==> config.mk <==
export PLATFORM = sky130hd
export DESIGN_NAME = add64_seq
export DESIGN_NICKNAME = d
export VERILOG_FILES = /design/src/rtl/add64_pkg.sv /design/src/rtl/add16_slice.sv /design/src/rtl/add64_seq.sv
export SDC_FILE = /design/constraint.sdc
export NUM_CORES = 1
export LEC_CHECK = 0
export CAP_MARGIN = 10
export CELL_PAD_IN_SITES_DETAIL_PLACEMENT = 1
export CELL_PAD_IN_SITES_GLOBAL_PLACEMENT = 1
export CORE_MARGIN = 2
export CORE_UTILIZATION = 39
export CTS_CLUSTER_DIAMETER = 50
export CTS_CLUSTER_SIZE = 14
export DETAILED_ROUTE_END_ITERATION = 10
export DONT_BUFFER_PORTS = 1
export PLACE_DENSITY = 0.63
export SYNTH_ARGS = -nofsm -noshare
export SYNTH_HDL_FRONTEND = slang
export SYNTH_HIERARCHICAL = 1
export SYNTH_SLANG_ARGS = --single-unit
==> constraint.sdc <==
create_clock -name clk -period 6.3 [get_ports clk]
set_input_delay 1.26 -clock clk [delete_from_list [all_inputs] [get_ports clk]]
set_output_delay 1.26 -clock clk [all_outputs]
set_load 0.03 [all_outputs]
==> src/rtl/add64_pkg.sv <==
// Shared definitions for the slice-serial 64-bit adder: controller states and
// default geometry.
package add64_pkg;

  localparam int SLICE_W_DEF = 16;
  localparam int N_SLICE_DEF = 4;
  localparam int IDX_W       = (N_SLICE_DEF > 1) ? $clog2(N_SLICE_DEF) : 1;

  typedef enum logic [1:0] {
    IDLE = 2'd0,
    RUN  = 2'd1,
    DONE = 2'd2
  } state_e;

  // Index width for an arbitrary slice count (at least one bit).
  function automatic int idx_w(input int n);
    return (n > 1) ? $clog2(n) : 1;
  endfunction

endpackage

==> src/rtl/add16_slice.sv <==
// Combinational SLICE_W-bit adder slice; also reports the carry into its MSB
// so the caller can derive signed overflow on the top slice.
module add16_slice #(
  parameter int W = 16
) (
  input  logic [W-1:0] a_i,
  input  logic [W-1:0] b_i,
  input  logic         ci_i,
  output logic [W-1:0] s_o,
  output logic         co_o,
  output logic         c_msb_in_o
);

  logic [W:0] full;

  always_comb begin
    full       = {1'b0, a_i} + {1'b0, b_i} + {{W{1'b0}}, ci_i};
    s_o        = full[W-1:0];
    co_o       = full[W];
    // carry into bit W-1 recovered from that bit's sum: s = a ^ b ^ c
    c_msb_in_o = a_i[W-1] ^ b_i[W-1] ^ full[W-1];
  end

endmodule

==> src/rtl/add64_seq.sv <==
// Slice-serial adder/subtractor: one SLICE_W-bit slice per cycle through a
// single shared add16_slice, carry held in a register between slices.
module add64_seq
  import add64_pkg::*;
#(
  parameter int SLICE_W = SLICE_W_DEF,
  parameter int N_SLICE = N_SLICE_DEF,
  localparam int W      = SLICE_W * N_SLICE
) (
  input  logic         clk,
  input  logic         rst,
  input  logic         start,
  input  logic         sub,
  input  logic [W-1:0] a,
  input  logic [W-1:0] b,
  input  logic         cin,
  output logic         busy,
  output logic         done,
  output logic [W-1:0] sum,
  output logic         cout,
  output logic         ovf
);

  localparam int IW = idx_w(N_SLICE);
  localparam logic [IW-1:0] LAST = IW'(N_SLICE - 1);

  state_e        state_q, state_d;
  logic [IW-1:0] idx_q, idx_d;
  logic          carry_q, carry_d;
  logic [W-1:0]  a_q, a_d, b_q, b_d, sum_q, sum_d;
  logic          cout_q, cout_d, ovf_q, ovf_d;

  logic [SLICE_W-1:0] sl_s;
  logic               sl_co, sl_msb;

  add16_slice #(.W(SLICE_W)) u_slice (
    .a_i        (a_q[int'(idx_q)*SLICE_W +: SLICE_W]),
    .b_i        (b_q[int'(idx_q)*SLICE_W +: SLICE_W]),
    .ci_i       (carry_q),
    .s_o        (sl_s),
    .co_o       (sl_co),
    .c_msb_in_o (sl_msb)
  );

  always_comb begin
    state_d = state_q;
    idx_d   = idx_q;
    carry_d = carry_q;
    a_d     = a_q;
    b_d     = b_q;
    sum_d   = sum_q;
    cout_d  = cout_q;
    ovf_d   = ovf_q;
    case (state_q)
      IDLE: if (start) begin
        // subtraction is a + ~b + 1, so cin is ignored
        a_d     = a;
        b_d     = sub ? ~b : b;
        carry_d = sub | cin;
        idx_d   = '0;
        sum_d   = '0;
        cout_d  = 1'b0;
        ovf_d   = 1'b0;
        state_d = RUN;
      end
      RUN: begin
        sum_d[int'(idx_q)*SLICE_W +: SLICE_W] = sl_s;
        carry_d = sl_co;
        idx_d   = idx_q + IW'(1);
        if (idx_q == LAST) begin
          cout_d  = sl_co;
          ovf_d   = sl_co ^ sl_msb;
          idx_d   = '0;
          state_d = DONE;
        end
      end
      DONE:    state_d = IDLE;
      default: state_d = IDLE;
    endcase
  end

  always_ff @(posedge clk) begin
    if (rst) begin
      state_q <= IDLE;
      idx_q   <= '0;
      carry_q <= 1'b0;
      a_q     <= '0;
      b_q     <= '0;
      sum_q   <= '0;
      cout_q  <= 1'b0;
      ovf_q   <= 1'b0;
    end else begin
      state_q <= state_d;
      idx_q   <= idx_d;
      carry_q <= carry_d;
      a_q     <= a_d;
      b_q     <= b_d;
      sum_q   <= sum_d;
      cout_q  <= cout_d;
      ovf_q   <= ovf_d;
    end
  end

  assign busy = (state_q == RUN) || (state_q == DONE);
  assign done = (state_q == DONE);
  assign sum  = sum_q;
  assign cout = cout_q;
  assign ovf  = ovf_q;

endmodule

==> results.md <==
- Core area: 0.02584 mm^2
- Total design power: 3202 uW
- All-Layer GR Usage: 0.2246
- Flops & latches, synth: 199
- Root buffer cell: clkbuf_16
- Mean post-synth cell area: 9.043 um^2
- Crit-path max FO: 22
- Die area: 0.02747 mm^2
- Hold Crit Depth: 2
- Final TNS setup: 0 ns
- Routed len/inst: 22.39 um
- Global-route wire length before repair: 48.73 mm
- Cell variety after synth: 55
- YS warnings: 6
- DR vias/cell: 5.755
- Critical Path Source Type: flip-flop
- Port bufs: 0
- Crit end category: flip-flop
- Most frequent cells in the layout: dfxtp_1 (197), nand2_1 (151), a21oi_1 (124), xnor2_1 (72), nor2_1 (71)
- Mapped Cells: 1128
- Skew-Pair Late Insertion Delay: 0.44 ns
- Die H: 165.7 um
- Slew headroom: 0.2188
- Initial detailed-routing violation count: 461
- Top Ports: 201
- Leak pwr: 0.003792 uW
- Critical R2R Launch: idx_q[0]
- H-tree levels: 4
- Max Cap Viol: 0
- Main synth FF type: dfxtp_1
- Fill count: 2984
- Initial antenna violation count: 0
- Largest net degree at the start of global routing: 216
- Post-cts gate resize count: 0
- CTS Sinks: 199
- Final Wtd Congestion: 0.8252
- Critical path data arrival time: 4.78 ns
- TritonRoute pass-1 iters: 5
- Worst ir drop on vdd: 0.0001638 V
- Crit path time final: 4.403 ns
- Final Max Tran Viols: 0
- Hold endpoint: a_q[57]
- Most common cell after layout, fill and taps aside: dfxtp_1
- Starting Density: 0.3948
- CTS max path bufs: 2
- Post-DP HPWL: 21.17 mm
- N_diodes: 0
- Seq/Total Area, Yosys: 0.3905
- Syn Std Cell Area: 0.01020 mm^2
- Unrepaired setup endpoints after global routing: false
- Residual DRC: 0
- DRT Wirelength: 31.14 mm
- Hold_buf cts: 0
- CTS tree: done
- Setup CP Type: flip-flop to flip-flop
- Via count: 8005
- Fmax: 227.1 MHz
- Fraction of registers with async set or reset after synthesis: 0
- Overflow after GRT: 0
- R2R cell count: 11
- Postcts setup bufs: 0
- Fin nets: 1203
- Post-layout util: 0.4123
- Num CTS Buffers: 17
- Ratio of cells with drive above 1 in the final layout: 0.1080
- Reg2Reg Setup Slack: 1.90 ns
- Die width: 165.7 um
- RR Endpoint: sum[26]
- Worst Hold Class: flip-flop to flip-flop
- Pwr dens: 300.5 mW/mm^2
- Slew @ Worst Pin: 1.172 ns
- Setup Viol. Count Final: 0
- Syn_nets: 1288
- Status: finished clean
- Tcrit/Tclk final: 0.6988
- Vias in the first global route: 8078
- Worst path required time: 6.68 ns
- Area delta synth->final: 4.440%
- DRT antenna net count: 0
- Clock skew: 0.01042 ns
- Final Hold Vio Count: 0
- Post-synth EDFFs: 0
- Min-delay src: a_q[57]
- Core Rows: 59
- Clk slew on worst S/H paths: 0.08 ns
==> layer usage <==
metal / up-vias / routed length [um] / part of all wire / track usage
li1: 3866 / - / - / -
met1: 3926 / 15130 / 0.49 / 0.3257
met2: 195 / 14090 / 0.45 / 0.3449
met3: 18 / 1596 / 0.051 / 0.05076
met4: 0 / 323 / 0.010 / 0.04348
met5: - / 0 / 0 / 0
==> stage by stage <==
step / hold WS (ns) / instance area (um^2) / setup slack [ns] / std cells
CTS: 0.4571 / 10650 / 1.868 / 1391
global placement: 0.4399 / 10050 / 1.888 / 1359
finish: 0.4590 / 10650 / 1.897 / 1391
detailed placement: 0.4454 / 10050 / 1.894 / 1359
global route: 0.4766 / 10650 / 1.612 / 1391
floorplan: 0.4331 / 10200 / 2.753 / 1128
==> cells in the mapped netlist (all sizes together) (12+ instances only) <==
master / n / area (um^2)
a211oi: 66 / 550.5
a21oi: 128 / 655.6
and3: 19 / 118.9
and3b: 18 / 157.7
and4bb: 12 / 150.1
buf: 73 / 491.7
clkbuf: 38 / 142.6
dfxtp: 199 / 3984
ha: 25 / 312.8
mux4: 32 / 720.7
nand2: 152 / 570.6
nand4: 67 / 419.2
nor2: 71 / 266.5
nor2b: 19 / 118.9
o21ai: 70 / 354.1
xnor2: 72 / 630.6
==> layout make-up <==
type / instances / area [um^2] / share of cell area
Multi-Input combinational cell: 813 / 5578 / 0.5235
Sequential cell: 199 / 3986 / 0.3742
Clock buffer: 17 / 425.4 / 0.03993
Tap cell: 335 / 419.2 / 0.03934
Clock inverter: 15 / 173.9 / 0.01632
Timing Repair Buffer: 7 / 52.55 / 0.004932
Inverter: 5 / 18.77 / 0.001762
==> where the power goes <==
| part | leakage (uW) | switching, uW | internal (uW) |
|---|---|---|---|
| clock | 0.000291 | 563 | 570 |
| sequential | 0.00163 | 74.8 | 1340 |
| combinational | 0.00187 | 425 | 225 |
==> sequential cells by signal, summed over array words and instances (netlist names) <==
register and count:
a_q 64, b_q 64, sum 64, idx_q 2, state_q 2, carry_q 1
cout 1, ovf 1
==> how the worst max path moves through the flow <==
| stage | startpoint | endpoint | slack [ns] |
|---|---|---|---|
| floorplan | idx_q[0] | carry_q | 2.75 |
| global placement | idx_q[0] | sum[26] | 1.89 |
| detailed placement | idx_q[0] | sum[26] | 1.89 |
| CTS | idx_q[0] | sum[26] | 1.87 |
| global route | idx_q[0] | sum[26] | 1.61 |
| finish | idx_q[0] | sum[26] | 1.90 |
==> critical path, stage by stage, from the launching register on <==
cell	delay [ns]
dfxtp_2	0.85
mux4_2	0.64
fa_1	0.50
fa_1	0.45
a21oi_1	0.25
o211ai_1	0.15
a31oi_1	0.32
a21oi_1	0.13
xor2_1	0.51
and3_1	0.25
nand4_1	0.10
a21oi_1	0.19
==> kinds of logic (layout without fill, tap and decap cells) <==
family / count (synthesis) / after routing / share of synthesized area
simple gates: 386 / 386 / 0.1967
fa+ha+maj: 27 / 27 / 0.03459
mux: 34 / 34 / 0.07347
flops: 199 / 199 / 0.3905
xor+xnor: 78 / 78 / 0.06697
buf+inv: 116 / 44 / 0.06403
compound gates: 288 / 288 / 0.1737
No activity file was read; power rests on OpenSTA's default activity.
==> patch: new RTL, same flow settings <==
`N_SLICE_DEF`: 4 -> 8.
--- a/src/rtl/add64_pkg.sv
+++ b/src/rtl/add64_pkg.sv
@@ -4,5 +4,5 @@
 
   localparam int SLICE_W_DEF = 16;
-  localparam int N_SLICE_DEF = 4;
+  localparam int N_SLICE_DEF = 8;
   localparam int IDX_W       = (N_SLICE_DEF > 1) ? $clog2(N_SLICE_DEF) : 1;
 
Interface: changed (resized a, b and sum); port bits go from 201 to 393. No check against the original RTL was run, so the function may have changed too.
==> patch against the original RTL <==
  * Area after synthesis grew 74%
  * Critical path depth rose by 1
  * Worst hold slack got worse by 0.0055 ns
  * Count of clock-buffer cells in the layout increased by 39
  * Total power up 96%
  * Setup slack worse by 0.17 ns
  * Routed wire length grew 85%
  * Final area grew 82%
  * Sequential cell count grew 193
  * Sequential share of layout area is 3.1 points higher
  * Critical endpoint is now sum[79]$_SDFFE_PP0P_
  * Highest routed layer unchanged
==> patch: results (changes against the original RTL) <==
Yosys
  • Leading cell types by count after synthesis: dfxtp_1 (392), nand2_1 (382), a21oi_1 (151)
  • Distinct cells, synth: 68 (+24%)
  • Syn Nets: 2,181 (+69%)
  • Sequential area share after synthesis: 44.2% (+5.1 points)
  • Post-synthesis xor/xnor area fraction: 6.95% (+0.26 points)
  • Synth top area cells: dfxtp_1 (44%), mux4_2 (8.1%), nand2_1 (8.1%), xnor2_1 (6.6%), a211oi_1 (5.5%)
  • Mux contribution to synthesized area: 8.31% (+0.97 points)
  • Area fraction in compound gates after synthesis: 17.9% (+0.56 points)

Status
  • Outcome: finished clean

Drt
  • Final wirelength: 57,500 microns (+85%)
  • Via count: 13,467 (+68%)
  • Routed wl met3: 4100 microns (+160%)
  • Routed wl met2: 26,900 microns (+91%)

Critical path
  • Cell depth of the worst setup path: 12 (+1)
  • Crit path max fanout: 34 (+55%)
  • CP max-delay cell: dfxtp_4
  • Max stage delay on crit path: 0.80 ns (-0.05 ns)

Final layout
  • Inverters: 19 (+14)
  • Total number of sequential cells: 392 (+97%)
  • Fraction of area in multi-input gates: 46.7% (-5.7 points)
  • #MultiIn Comb: 1,317 (+62%)
  • Buffering overhead: 0.606% (+0.11 points)
  • Fill cell count: 5,056 (+69%)

Pwr
  • Power share of the clock group: 43.7% (+8.3 points)
  • Leak: 6.95 nW (+83%)

Min path
  • Hold Path Origin: a_q[58]$_SDFFE_PP0P_

Global route
  • M1 GR Usage: 30.8% (-1.8 points)
  • Met3 Track Usage GR: 6.88% (+1.8 points)

Clock network
  • Clk buf depth: 3 (+1)
  • CTS clock-pin slew for the worst setup and hold paths: 0.06 ns (-0.02 ns)

Placement
  • Gp weighted congestion: 0.824 (-0.18%)
## patch: how the worst min path moves through the flow
| stage | to | cells past startpoint |
|---|---|---|
| 6_report | a_q[58]$_SDFFE_PP0P_ | 2 |
| 3_5_place_dp | a_q[57]$_SDFFE_PP0P_ | 2 |
| 3_3_place_gp | a_q[120]$_SDFFE_PP0P_ | 2 |
| 2_1_floorplan | a_q[100]$_SDFFE_PP0P_ | 2 |
| 5_1_grt | a_q[73]$_SDFFE_PP0P_ | 2 |
| 4_1_cts | a_q[57]$_SDFFE_PP0P_ | 2 |
## patch: cell families (layout without fill, tap and decap cells)
group | after synthesis | after routing
xor gates and xnor gates | 141 | 141
buffers and inverters | 183 | 112
and+or+nand+nor | 637 | 637
adders and majority gates | 28 | 28
other | 0 | 1
DFF | 392 | 392
AOI/OAI and AO/OA | 444 | 444
muxes | 67 | 67
## patch: through the flow
stage	area (sq um)	cells
final	19400	2422
after global placement	17900	2342
after floorplan	17800	1892
after global routing	19400	2421
after CTS	19400	2421
after detailed placement	17900	2342
